**src/rtl/clk_div_ctrl.sv**
```systemverilog
// Ratio-change controller for the shared programmable clock divider: arbitrates two requesters
// and applies each new ratio glitch-free. Define CLK_DIV_CTRL_RR_EN for round-robin arbitration.
module clk_div_ctrl #(
    parameter int unsigned SETTLE_CYCLES = 4,
    parameter logic [4:0]  RESET_RATIO   = 5'd2
) (
    input  logic       CLK,
    input  logic       RST,
    input  logic       RUN,
    input  logic [1:0] REQ,
    input  logic [4:0] REQ_RATIO0,
    input  logic [4:0] REQ_RATIO1,
    output logic [1:0] ACK,
    output logic       ERR,
    output logic [4:0] DIV_RATIO,
    output logic       CLK_EN,
    output logic       BUSY,
    output logic       GRANT_ID
);

    typedef enum logic [1:0] {StIdle, StGate, StLoad, StAck} state_e;

    localparam logic [3:0] SettleLast = 4'(SETTLE_CYCLES - 1);

    state_e     state_q, state_d;
    logic [3:0] cnt_q, cnt_d;
    logic [4:0] new_ratio_q, new_ratio_d;
    logic [4:0] ratio_q, ratio_d;
    logic       clk_en_q, clk_en_d;
    logic       gid_q, gid_d;
    logic       err_q, err_d;

    logic [1:0] elig;
    logic       grant_valid;
    logic       grant_id;
    logic [4:0] grant_ratio;

`ifdef CLK_DIV_CTRL_RR_EN
    // Preferred requester on contention; flips away from whoever was granted last.
    logic rr_q, rr_d;
`endif

    always_comb begin
        ACK         = 2'b00;
        if (state_q == StAck) begin
            ACK = gid_q ? 2'b10 : 2'b01;
        end
        ERR         = (state_q == StAck) && err_q;
        BUSY        = (state_q != StIdle);
        DIV_RATIO   = ratio_q;
        CLK_EN      = clk_en_q;
        GRANT_ID    = gid_q;

        // A requester being acknowledged this cycle gets one cycle to drop REQ.
        elig        = REQ & ~ACK;
        grant_valid = |elig;
`ifdef CLK_DIV_CTRL_RR_EN
        grant_id    = (elig == 2'b11) ? rr_q : elig[1];
`else
        grant_id    = ~elig[0];
`endif
        grant_ratio = grant_id ? REQ_RATIO1 : REQ_RATIO0;
    end

    always_comb begin
        state_d     = state_q;
        cnt_d       = cnt_q;
        new_ratio_d = new_ratio_q;
        ratio_d     = ratio_q;
        clk_en_d    = clk_en_q;
        gid_d       = gid_q;
        err_d       = err_q;
`ifdef CLK_DIV_CTRL_RR_EN
        rr_d        = rr_q;
`endif

        unique case (state_q)
            StIdle: begin
                clk_en_d = RUN;
                if (grant_valid) begin
                    gid_d       = grant_id;
                    new_ratio_d = grant_ratio;
`ifdef CLK_DIV_CTRL_RR_EN
                    rr_d        = ~grant_id;
`endif
                    if (grant_ratio == 5'd0) begin
                        err_d   = 1'b1;
                        state_d = StAck;
                    end else if (grant_ratio == ratio_q) begin
                        err_d   = 1'b0;
                        state_d = StAck;
                    end else begin
                        err_d    = 1'b0;
                        clk_en_d = 1'b0;
                        cnt_d    = 4'd0;
                        state_d  = StGate;
                    end
                end
            end
            StGate: begin
                clk_en_d = 1'b0;
                cnt_d    = cnt_q + 4'd1;
                if (cnt_q == SettleLast) begin
                    state_d = StLoad;
                end
            end
            StLoad: begin
                ratio_d  = new_ratio_q;
                clk_en_d = RUN;
                state_d  = StAck;
            end
            StAck: begin
                state_d = StIdle;
            end
            default: begin
                state_d = StIdle;
            end
        endcase
    end

    always_ff @(posedge CLK) begin
        if (RST) begin
            state_q     <= StIdle;
            cnt_q       <= 4'd0;
            new_ratio_q <= 5'd0;
            ratio_q     <= RESET_RATIO;
            clk_en_q    <= 1'b0;
            gid_q       <= 1'b0;
            err_q       <= 1'b0;
`ifdef CLK_DIV_CTRL_RR_EN
            rr_q        <= 1'b0;
`endif
        end else begin
            state_q     <= state_d;
            cnt_q       <= cnt_d;
            new_ratio_q <= new_ratio_d;
            ratio_q     <= ratio_d;
            clk_en_q    <= clk_en_d;
            gid_q       <= gid_d;
            err_q       <= err_d;
`ifdef CLK_DIV_CTRL_RR_EN
            rr_q        <= rr_d;
`endif
        end
    end

endmodule
```
**config.mk**
```make
export PLATFORM = sky130hd
export DESIGN_NAME = clk_div_ctrl
export DESIGN_NICKNAME = d
export VERILOG_FILES = /design/src/rtl/clk_div_ctrl.sv
export SDC_FILE = /design/constraint.sdc
export NUM_CORES = 1
export LEC_CHECK = 0
export ABC_AREA = 0
export CAP_MARGIN = 25
export CORE_MARGIN = 5
export CORE_UTILIZATION = 50
export CTS_BUF_LIST = sky130_fd_sc_hd__clkbuf_8
export DETAILED_ROUTE_END_ITERATION = 16
export PLACE_DENSITY = 0.78
export SKIP_LAST_GASP = 1
export SLEW_MARGIN = 5
export SYNTH_ARGS = -nofsm -noshare
export SYNTH_HDL_FRONTEND = slang
export SYNTH_SLANG_ARGS = --single-unit
```
**constraint.sdc**
```tcl
create_clock -name CLK -period 7 [get_ports CLK]
set_input_delay 1.4 -clock CLK [delete_from_list [all_inputs] [get_ports CLK]]
set_output_delay 1.4 -clock CLK [all_outputs]
set_load 0.01 [all_outputs]
```
==> run_results.csv <==
group,metric,value,unit
outcome,status,"finished clean",
floorplan,die_y,60.9,um
drt,drtIter0Drc,63,
global_route,grt_pass1_wl,5260,um
final_layout,multiInputGateArea,855,um^2
global_route,grt_max_degree,20,
power,combinationalPowerShare,0.537,
power,switching_share,0.414,
logic_synthesis,yosys-top-cells-area,"dfxtp_1 29%, mux2i_1 7.0%, ha_1 5.8%",
critical_path,end_kind,"flop",
clock_network,cts_buffer_depth,2,
clock_network,cts-resized-gates,0,
power,intPower,292,uW
placement,port_buffers,25,
critical_path,r2r_setup_slack,4.23,ns
critical_path,slowest_stage,"clkdlybuf4s50_1",
clock_network,cts_setup_buffers,0,
timing,fin_crit_sh,0.544,
power,power_frac_seq,0.314,
final_layout,fin_cells,208,
clock_network,clk_latency,0.26,ns
timing,drv_slew,0,
clock_network,clkTransAtPathRegs,0.07,ns
clock_network,hold_buffers,0,
critical_path,worstPathRequired,7.16,ns
drt,routedWlPerCell,15.5,um
logic_synthesis,async_flop_share,0,
drt,wirelength,3220,um
min_path,hold_class,"reg2reg",
placement,dp.cells,204,
global_route,antenna_found_initial,0,
power,pwr-share-clk,0.149,
global_route,grt_pass1_vias,1156,
logic_synthesis,syn_area,1290,um^2
timing,hold_violations,0,
drt,antenna_left,0,
critical_path,crit_fanout,19,
timing,slew_headroom,0.558,
timing,fmax,263,MHz
floorplan,core_area,2480,um^2
power,power,498,uW
timing,fin_worst_skew,0.00662,ns
floorplan,num_rows,18,
floorplan,dieArea,3700,um^2
power,power_leakage,0.000574,uW
floorplan,io_pins,26,
logic_synthesis,synth_seq_area_share,0.294,
critical_path,slowest_delay,0.85,ns
final_layout,diodes,0,
final_layout,area_growth,22.9,%
timing,finalSetupTns,0,ns
logic_synthesis,yosysTopAreaCell,"dfxtp_1",
logic_synthesis,syn-instance-count,156,
job,drv_cap,0,
logic_synthesis,syn-num-nets,177,
drt,routed_via_density,6.09,
drt,drc_errors,0,
logic_synthesis,synthDistinctLibCells,39,
timing,setup_violations,0,
final_layout,fin_util,0.642,
critical_path,cp_cell_sequence,"clkdlybuf4s50_1 > mux2i_1 > o2bb2ai_1 > nor2_1 > nand2_1 > a2111o_1 > a211oi_1",
power,ir_worst_vdd,0.227,mV
final_layout,fillers,215,
final_layout,layout-drive-gt1-share,0.0618,
critical_path,crit_family,"compound AO/OA/AOI/OAI gates",
drt,first_pass_iters,4,
timing,rsz0062_at_grt,"false",
timing,tightest_slew,0.657,ns
power,p_per_area,313,nW/um^2
placement,hpwl,2490,um
drt,vias,1266,
logic_synthesis,ys.flop_type,"dfxtp_1",
clock_network,numCtsBuffers,3,
global_route,grt_usage,0.190,
critical_path,worstSetupPathType,"in2reg",
clock_network,cts_root_buf,"clkbuf_8",
logic_synthesis,synth_seq_cells,19,
critical_path,crit_path_start_kind,"input port",
logic_synthesis,avgSynthCellArea,8.29,um^2
clock_network,clkSinkCount,19,
final_layout,nNetsFinal,200,
floorplan,initial_core_util,0.522,
clock_network,htreeDepth,1,
critical_path,critPathBufInv,1,
final_layout,final_common_cell,"clkdlybuf4s50_1",
global_route,grt-ovfl-total,0,
logic_synthesis,synth_top_area_share,0.294,
floorplan,die_x,60.9,um
logic_synthesis,synth_edf_count,0,
critical_path,crit_arrival,3.97,ns
final_layout,seq_area,380,um^2
placement,place.gp.congestion,0.896,
clock_network,cts_tree,"built",
timing,fin_hold_ws,0.480,ns
power,p_sw,206,uW
logic_synthesis,synth_warnings,0,
timing,fin_crit,3.81,ns
final_layout,layout_common_cells,"25 x clkdlybuf4s50_1, 19 x dfxtp_1, 16 x nand2_1, 13 x nor2_1, 9 x mux2i_1",
[synthesized netlist by cell type, types with 5 or more instances]
cell and instances:
a211oi_1 6, a21oi_1 6, dfxtp_1 19, ha_1 6, inv_1 5, mux2i_1 9
nand2_1 16, nand2b_1 5, nand3_1 7, nand4b_1 5, nor2_1 13, nor3_1 6
o21ai_0 7
[per-stage QoR]
stage | setup WS, ns | area [um^2]
floorplan | 4.00 | 1290
global placement | 3.12 | 1550
detailed placement | 3.00 | 1550
CTS | 3.27 | 1590
global route | 3.02 | 1590
finish | 3.19 | 1590
[state kept, by name (all words and copies together), names as in the netlist]
| register | count |
|---|---|
| CLK_EN | 1 |
| DIV_RATIO | 5 |
| GRANT_ID | 1 |
| cnt_q | 4 |
| err_q | 1 |
| new_ratio_q | 5 |
| state_q | 2 |
[worst register-to-register path, delay by kind of cell (launching register included)]
| family | cells | cell delay [ns] |
|---|---|---|
| simple gates | 3 | 1.07 |
| flops | 1 | 0.38 |
| fa+ha+maj | 1 | 0.27 |
| compound gates | 3 | 0.95 |
[final timing paths]
| check | endpoint | cells after the start | startpoint |
|---|---|---|---|
| worst max-delay path | cnt_q[3] | 7 | REQ[0] |
| worst min-delay path | CLK_EN | 2 | CLK_EN |
| worst max register to register | state_q[1] | 7 | state_q[0] |
| worst min register to register | CLK_EN | 2 | CLK_EN |
[power by group through the flow]
stage | sequential, uW | clock [uW] | combinational (uW)
floorplan | 156 | 0 | 191
global placement | 157 | 0 | 260
detailed placement | 159 | 0 | 265
CTS | 156 | 77.2 | 266
global route | 160 | 82.7 | 293
finish | 156 | 74.0 | 268
[final cells by class]
class	count	share of cell area
Clock buffer	3	0.0260
Clock inverter	1	0.00236
Inverter	6	0.0142
Multi-Input combinational cell	124	0.537
Sequential cell	19	0.239
Tap cell	30	0.0236
Timing Repair Buffer	25	0.157
[layer usage]
metal  vias up  share of wire  global-route usage
met4         0          0.012              0.0557
met5         -              0                   0
met1       593           0.44               0.250
met2        39           0.48               0.301
li1        630              -                   -
met3         4          0.066              0.0553
[logic make-up (layout without fill, tap and decap cells)]
| kind of cell | Yosys count | count (layout) | synth area share |
|---|---|---|---|
| adders and majority gates | 6 | 6 | 0.0580 |
| AOI/OAI and AO/OA | 38 | 38 | 0.231 |
| DFF | 19 | 19 | 0.294 |
| buffers and inverters | 13 | 35 | 0.0454 |
| and+or+nand+nor | 71 | 71 | 0.302 |
| muxes | 9 | 9 | 0.0696 |
Note: power is estimated with default switching activity, not from simulation.
==> RTL change 1, RTL diff (config.mk and constraints unchanged) <==
Register the output `ERR`, cleared by the reset; this adds one clock of latency there. The other outputs are not delayed to match.
--- a/src/rtl/clk_div_ctrl.sv
+++ b/src/rtl/clk_div_ctrl.sv
@@ -23,4 +23,6 @@
     localparam logic [3:0] SettleLast = 4'(SETTLE_CYCLES - 1);
 
+    logic ERR_d;
+
     state_e     state_q, state_d;
     logic [3:0] cnt_q, cnt_d;
@@ -46,5 +48,5 @@
             ACK = gid_q ? 2'b10 : 2'b01;
         end
-        ERR         = (state_q == StAck) && err_q;
+        ERR_d       = (state_q == StAck) && err_q;
         BUSY        = (state_q != StIdle);
         DIV_RATIO   = ratio_q;
@@ -145,3 +147,11 @@
     end
 
+    always_ff @(posedge CLK) begin
+        if (RST) begin
+            ERR <= '0;
+        end else begin
+            ERR <= ERR_d;
+        end
+    end
+
 endmodule
Formal check against the unedited RTL: not equivalent (Yosys sat finds a counterexample within 4 cycles, from zero or initial values and one cycle with RST high).
==> RTL change 1 against the unedited design <==
Non-clock buffer count stayed put; clock skew decreased by 0.0046 ns; power grew 4.7%; clock power rose by 24%; wire length increased by 4.8%; first-iteration DRC count unchanged; worst setup slack got worse by 0.018 ns; cell area grew 1.0%; sequential share of layout area increased by 1.0 points; combinational power is essentially flat; area after synthesis is 0.29% higher; maximum frequency down 0.47%; sequential cell count increased by 1.
==> RTL change 1: results (changes against the unedited design) <==
status=completed (unchanged); Comb group=0.269 mW (was 0.268 mW); Compound-Gate Fraction of Synth Area=0.2247 (was 0.2311); PD cells=324.4 nW/um^2 (was 313.0 nW/um^2); sequential area share after synthesis=0.3086 (was 0.2940); dpl ws=2.941 ns (was 3.002 ns); routed wire length per instance=16.06 um (was 15.47 um); library cells used by synthesis=38 (was 39); Worst EP arrival=4.02 ns (was 3.97 ns); max_slew headroom=0.5457 (was 0.5581); hold path startpoint=cnt_q[1] (was CLK_EN); Post-Place Cells=206 (was 204); leakage=0.5913 nW (was 0.5736 nW); Sequential Power Share=0.308 (was 0.314); WL final=3372 um (was 3217 um); Mapped Cells=158 (was 156); met3 WL post-DR=220 um (was 211 um); met2 wire len=1669 um (was 1536 um); clk_skew=0.001989 ns (was 0.006621 ns); Synth area leaders=dfxtp_1 (31%), mux2i_1 (6.9%), ha_1 (5.8%) (was dfxtp_1 (29%), mux2i_1 (7.0%), ha_1 (5.8%)); layout cells sized above 1=0.04444 (was 0.06180); Post-Synth Adder-Cell Area=0.05786 (was 0.05803); RePlAce Congestion=0.8427 (was 0.8962); reg2reg start=state_q[0] (unchanged); nets=202 (was 200); syn nets=179 (was 177); GR Util met2=0.3603 (was 0.3008); synth cell count leaders=dfxtp_1 (20), nor2_1 (14), nand2_1 (12), mux2i_1 (9), inv_1 (8) (was dfxtp_1 (19), nand2_1 (16), nor2_1 (13), mux2i_1 (9)); VDD IR max=246.4 uV (was 226.7 uV); met1 Resource Use GR=0.2478 (was 0.2503); total track usage=0.2055 (was 0.1898)
## RTL change 1: cell type report
class | instances | area [sq um] | share of cell area
clock buffers | 4 | 55.05 | 0.03427
inverters | 8 | 30.03 | 0.01869
multi-input cells | 123 | 833.3 | 0.5187
flip-flops and latches | 20 | 400.4 | 0.2492
well taps | 30 | 37.54 | 0.02336
repair buffers | 25 | 250.2 | 0.1558
## RTL change 1: path summary, 6_finish.rpt
| check | endpoint | slack, ns | cells after the start |
|---|---|---|---|
| max | cnt_q[0] | 3.18 | 6 |
| min | cnt_q[1] | 0.49 | 2 |
| max reg2reg | cnt_q[0] | 4.09 | 7 |
| min reg2reg | cnt_q[1] | 0.49 | 2 |
## RTL change 1: through the flow
stage	area, sq um	hold slack (ns)	util
finish	1607	0.4855	0.6485
global route	1607	0.5103	0.6485
CTS	1607	0.4853	0.6485
detailed placement	1551	0.4712	0.6263
global placement	1551	0.4542	0.6263
floorplan	1297	0.4459	-
==> RTL change 2, RTL diff (same settings) <==
Made on the original files. The option `CLK_DIV_CTRL_RR_EN` is turned on by a define.
--- a/src/rtl/clk_div_ctrl.sv
+++ b/src/rtl/clk_div_ctrl.sv
@@ -1,4 +1,6 @@
 // Ratio-change controller for the shared programmable clock divider: arbitrates two requesters
 // and applies each new ratio glitch-free. Define CLK_DIV_CTRL_RR_EN for round-robin arbitration.
+`define CLK_DIV_CTRL_RR_EN
+
 module clk_div_ctrl #(
     parameter int unsigned SETTLE_CYCLES = 4,
Function: changed (Yosys sat finds a counterexample within 4 cycles, from zero or initial values and one cycle with RST high).
==> RTL change 2 against the unedited design <==
Sequential cell count rose by 1; worst setup slack improved by 0.025 ns; sequential share of layout area barely moved; area after synthesis rose by 4.1%; clock skew rose by 0.00095 ns; first-iteration DRC count rose by 13%; cell count rose by 1.4%; power rose by 17%; wire length rose by 4.1%; sequential power rose by 12%; cell area rose by 5.4%; critical path type unchanged; largest cell class unchanged.
==> RTL change 2: results (changes against the unedited design) <==
status=completed (unchanged); nets=203 (was 200); total power=0.5848 mW (was 0.4978 mW); ys async rst share=0 (unchanged); library cells used by synthesis=44 (was 39); filler cell count=204 (was 215); syn nets=179 (was 177); DR iter-0 viols=71 (was 63); GR Util met2=0.3318 (was 0.3008); P_sw=0.2363 mW (was 0.2062 mW); vias in the first global route=1,193 (was 1,156); Ant. Diodes=0 (unchanged); met3 Use GR=0.04339 (was 0.05532); Root Driver=clkbuf_8 (unchanged); total track usage=0.1889 (was 0.1898); max_slew headroom=0.3633 (was 0.5581); IO Port Bufs=25 (unchanged); syn_area_per_cell=8.521 sq um (was 8.293 sq um); synth cell count leaders=nor2_1 (21), dfxtp_1 (20), nand2b_1 (14), nand2_1 (12), nand3_1 (8) (was dfxtp_1 (19), nand2_1 (16), nor2_1 (13), mux2i_1 (9)); leakage=0.6347 nW (was 0.5736 nW); dpl cell area=1604 sq um (was 1545 sq um); non-filler cells, final=211 (was 208); layout cells sized above 1=0.09392 (was 0.06180); hold slack=0.4701 ns (was 0.4805 ns); RePlAce Congestion=0.8521 (was 0.8962); sequential area share after synthesis=0.2974 (was 0.2940); met1 Resource Use GR=0.2356 (was 0.2503); clk_skew=0.007570 ns (was 0.006621 ns); first-pass GRT wire length=5451 um (was 5257 um); Synth area leaders=dfxtp_1 (30%), nand2b_1 (6.5%), nor2_1 (5.9%) (was dfxtp_1 (29%), mux2i_1 (7.0%), ha_1 (5.8%)); clk buf depth=2 (unchanged); CP max FO=15 (was 19); routed wire length per instance=15.87 um (was 15.47 um); VDD IR max=278.3 uV (was 226.7 uV); R2R Setup Slk=4.30 ns (was 4.23 ns); DR vias/cell=6.289 (was 6.087); Crit path largest cell delay=0.83 ns (was 0.85 ns); Initial DRT Pass Iterations=4 (unchanged); Detailed Place HPWL=2468 um (was 2486 um); slowest cell on the critical path=a211oi_2 (was clkdlybuf4s50_1)
-- RTL change 2: changes by cell type after synthesis, sizes merged, moves of 3 or more --
cell / before / now
a22oi: 0 / 3
o21ai: 7 / 2
nor2: 13 / 21
nand2b: 5 / 14
mux2i: 9 / 6
o22ai: 3 / 0
nand2: 16 / 12
nor4: 4 / 0
o211ai: 0 / 3
nand4b: 5 / 1
-- RTL change 2: path summary, 6_finish.rpt --
path / start / end / depth (start not counted)
max: REQ[1] / cnt_q[0] / 8
min: CLK_EN / CLK_EN / 2
max reg2reg: state_q[0] / cnt_q[0] / 9
min reg2reg: CLK_EN / CLK_EN / 2
-- RTL change 2: layout make-up --
type | instances | area share
clock buffer | 3 | 0.02465
tap | 30 | 0.02240
inverter | 6 | 0.01344
sequential | 20 | 0.2390
timing repair buffer | 25 | 0.1494
multi-input combinational | 126 | 0.5332
clock inverter | 1 | 0.01792
-- RTL change 2: cell families after synthesis --
group                      share of synthesized area
AOI/OAI and AO/OA                             0.2323
buffers and inverters                        0.03903
adders and majority gates                    0.05576
muxes                                        0.04461
and+or+nand+nor                               0.3308
DFF                                           0.2974
-- RTL change 2: metal layers --
layer	share of wire	vias to the layer above	routed length, um
met3	0.091	9	304
met2	0.48	66	1618
met4	0.015	0	51
met5	0	-	0
met1	0.41	622	1373
li1	-	630	-
-- RTL change 2: tightest hold or removal path, delay by kind of cell (launching register included) --
kind,cells,cell delay (ns)
AO/OA/AOI/OAI,1,0.06
flip-flops,1,0.32
AND/OR/NAND/NOR,1,0.06
-- RTL change 2: stage by stage --
step                      worst slack, ns  utilization
final                               3.219       0.6642
after global routing                3.015       0.6642
after CTS                           3.290       0.6642
after detailed placement            3.057       0.6359
after global placement              3.227       0.6359
after floorplan                     3.819            -
-- RTL change 2: power groups by stage --
stage                     Clock [mW]  Combinational, mW  Sequential [mW]
after floorplan                    0              0.207            0.172
after detailed placement           0              0.286            0.176
after global routing           0.123              0.322            0.179
after global placement             0              0.275            0.174
final                          0.118              0.293            0.174
after CTS                      0.118              0.290            0.173
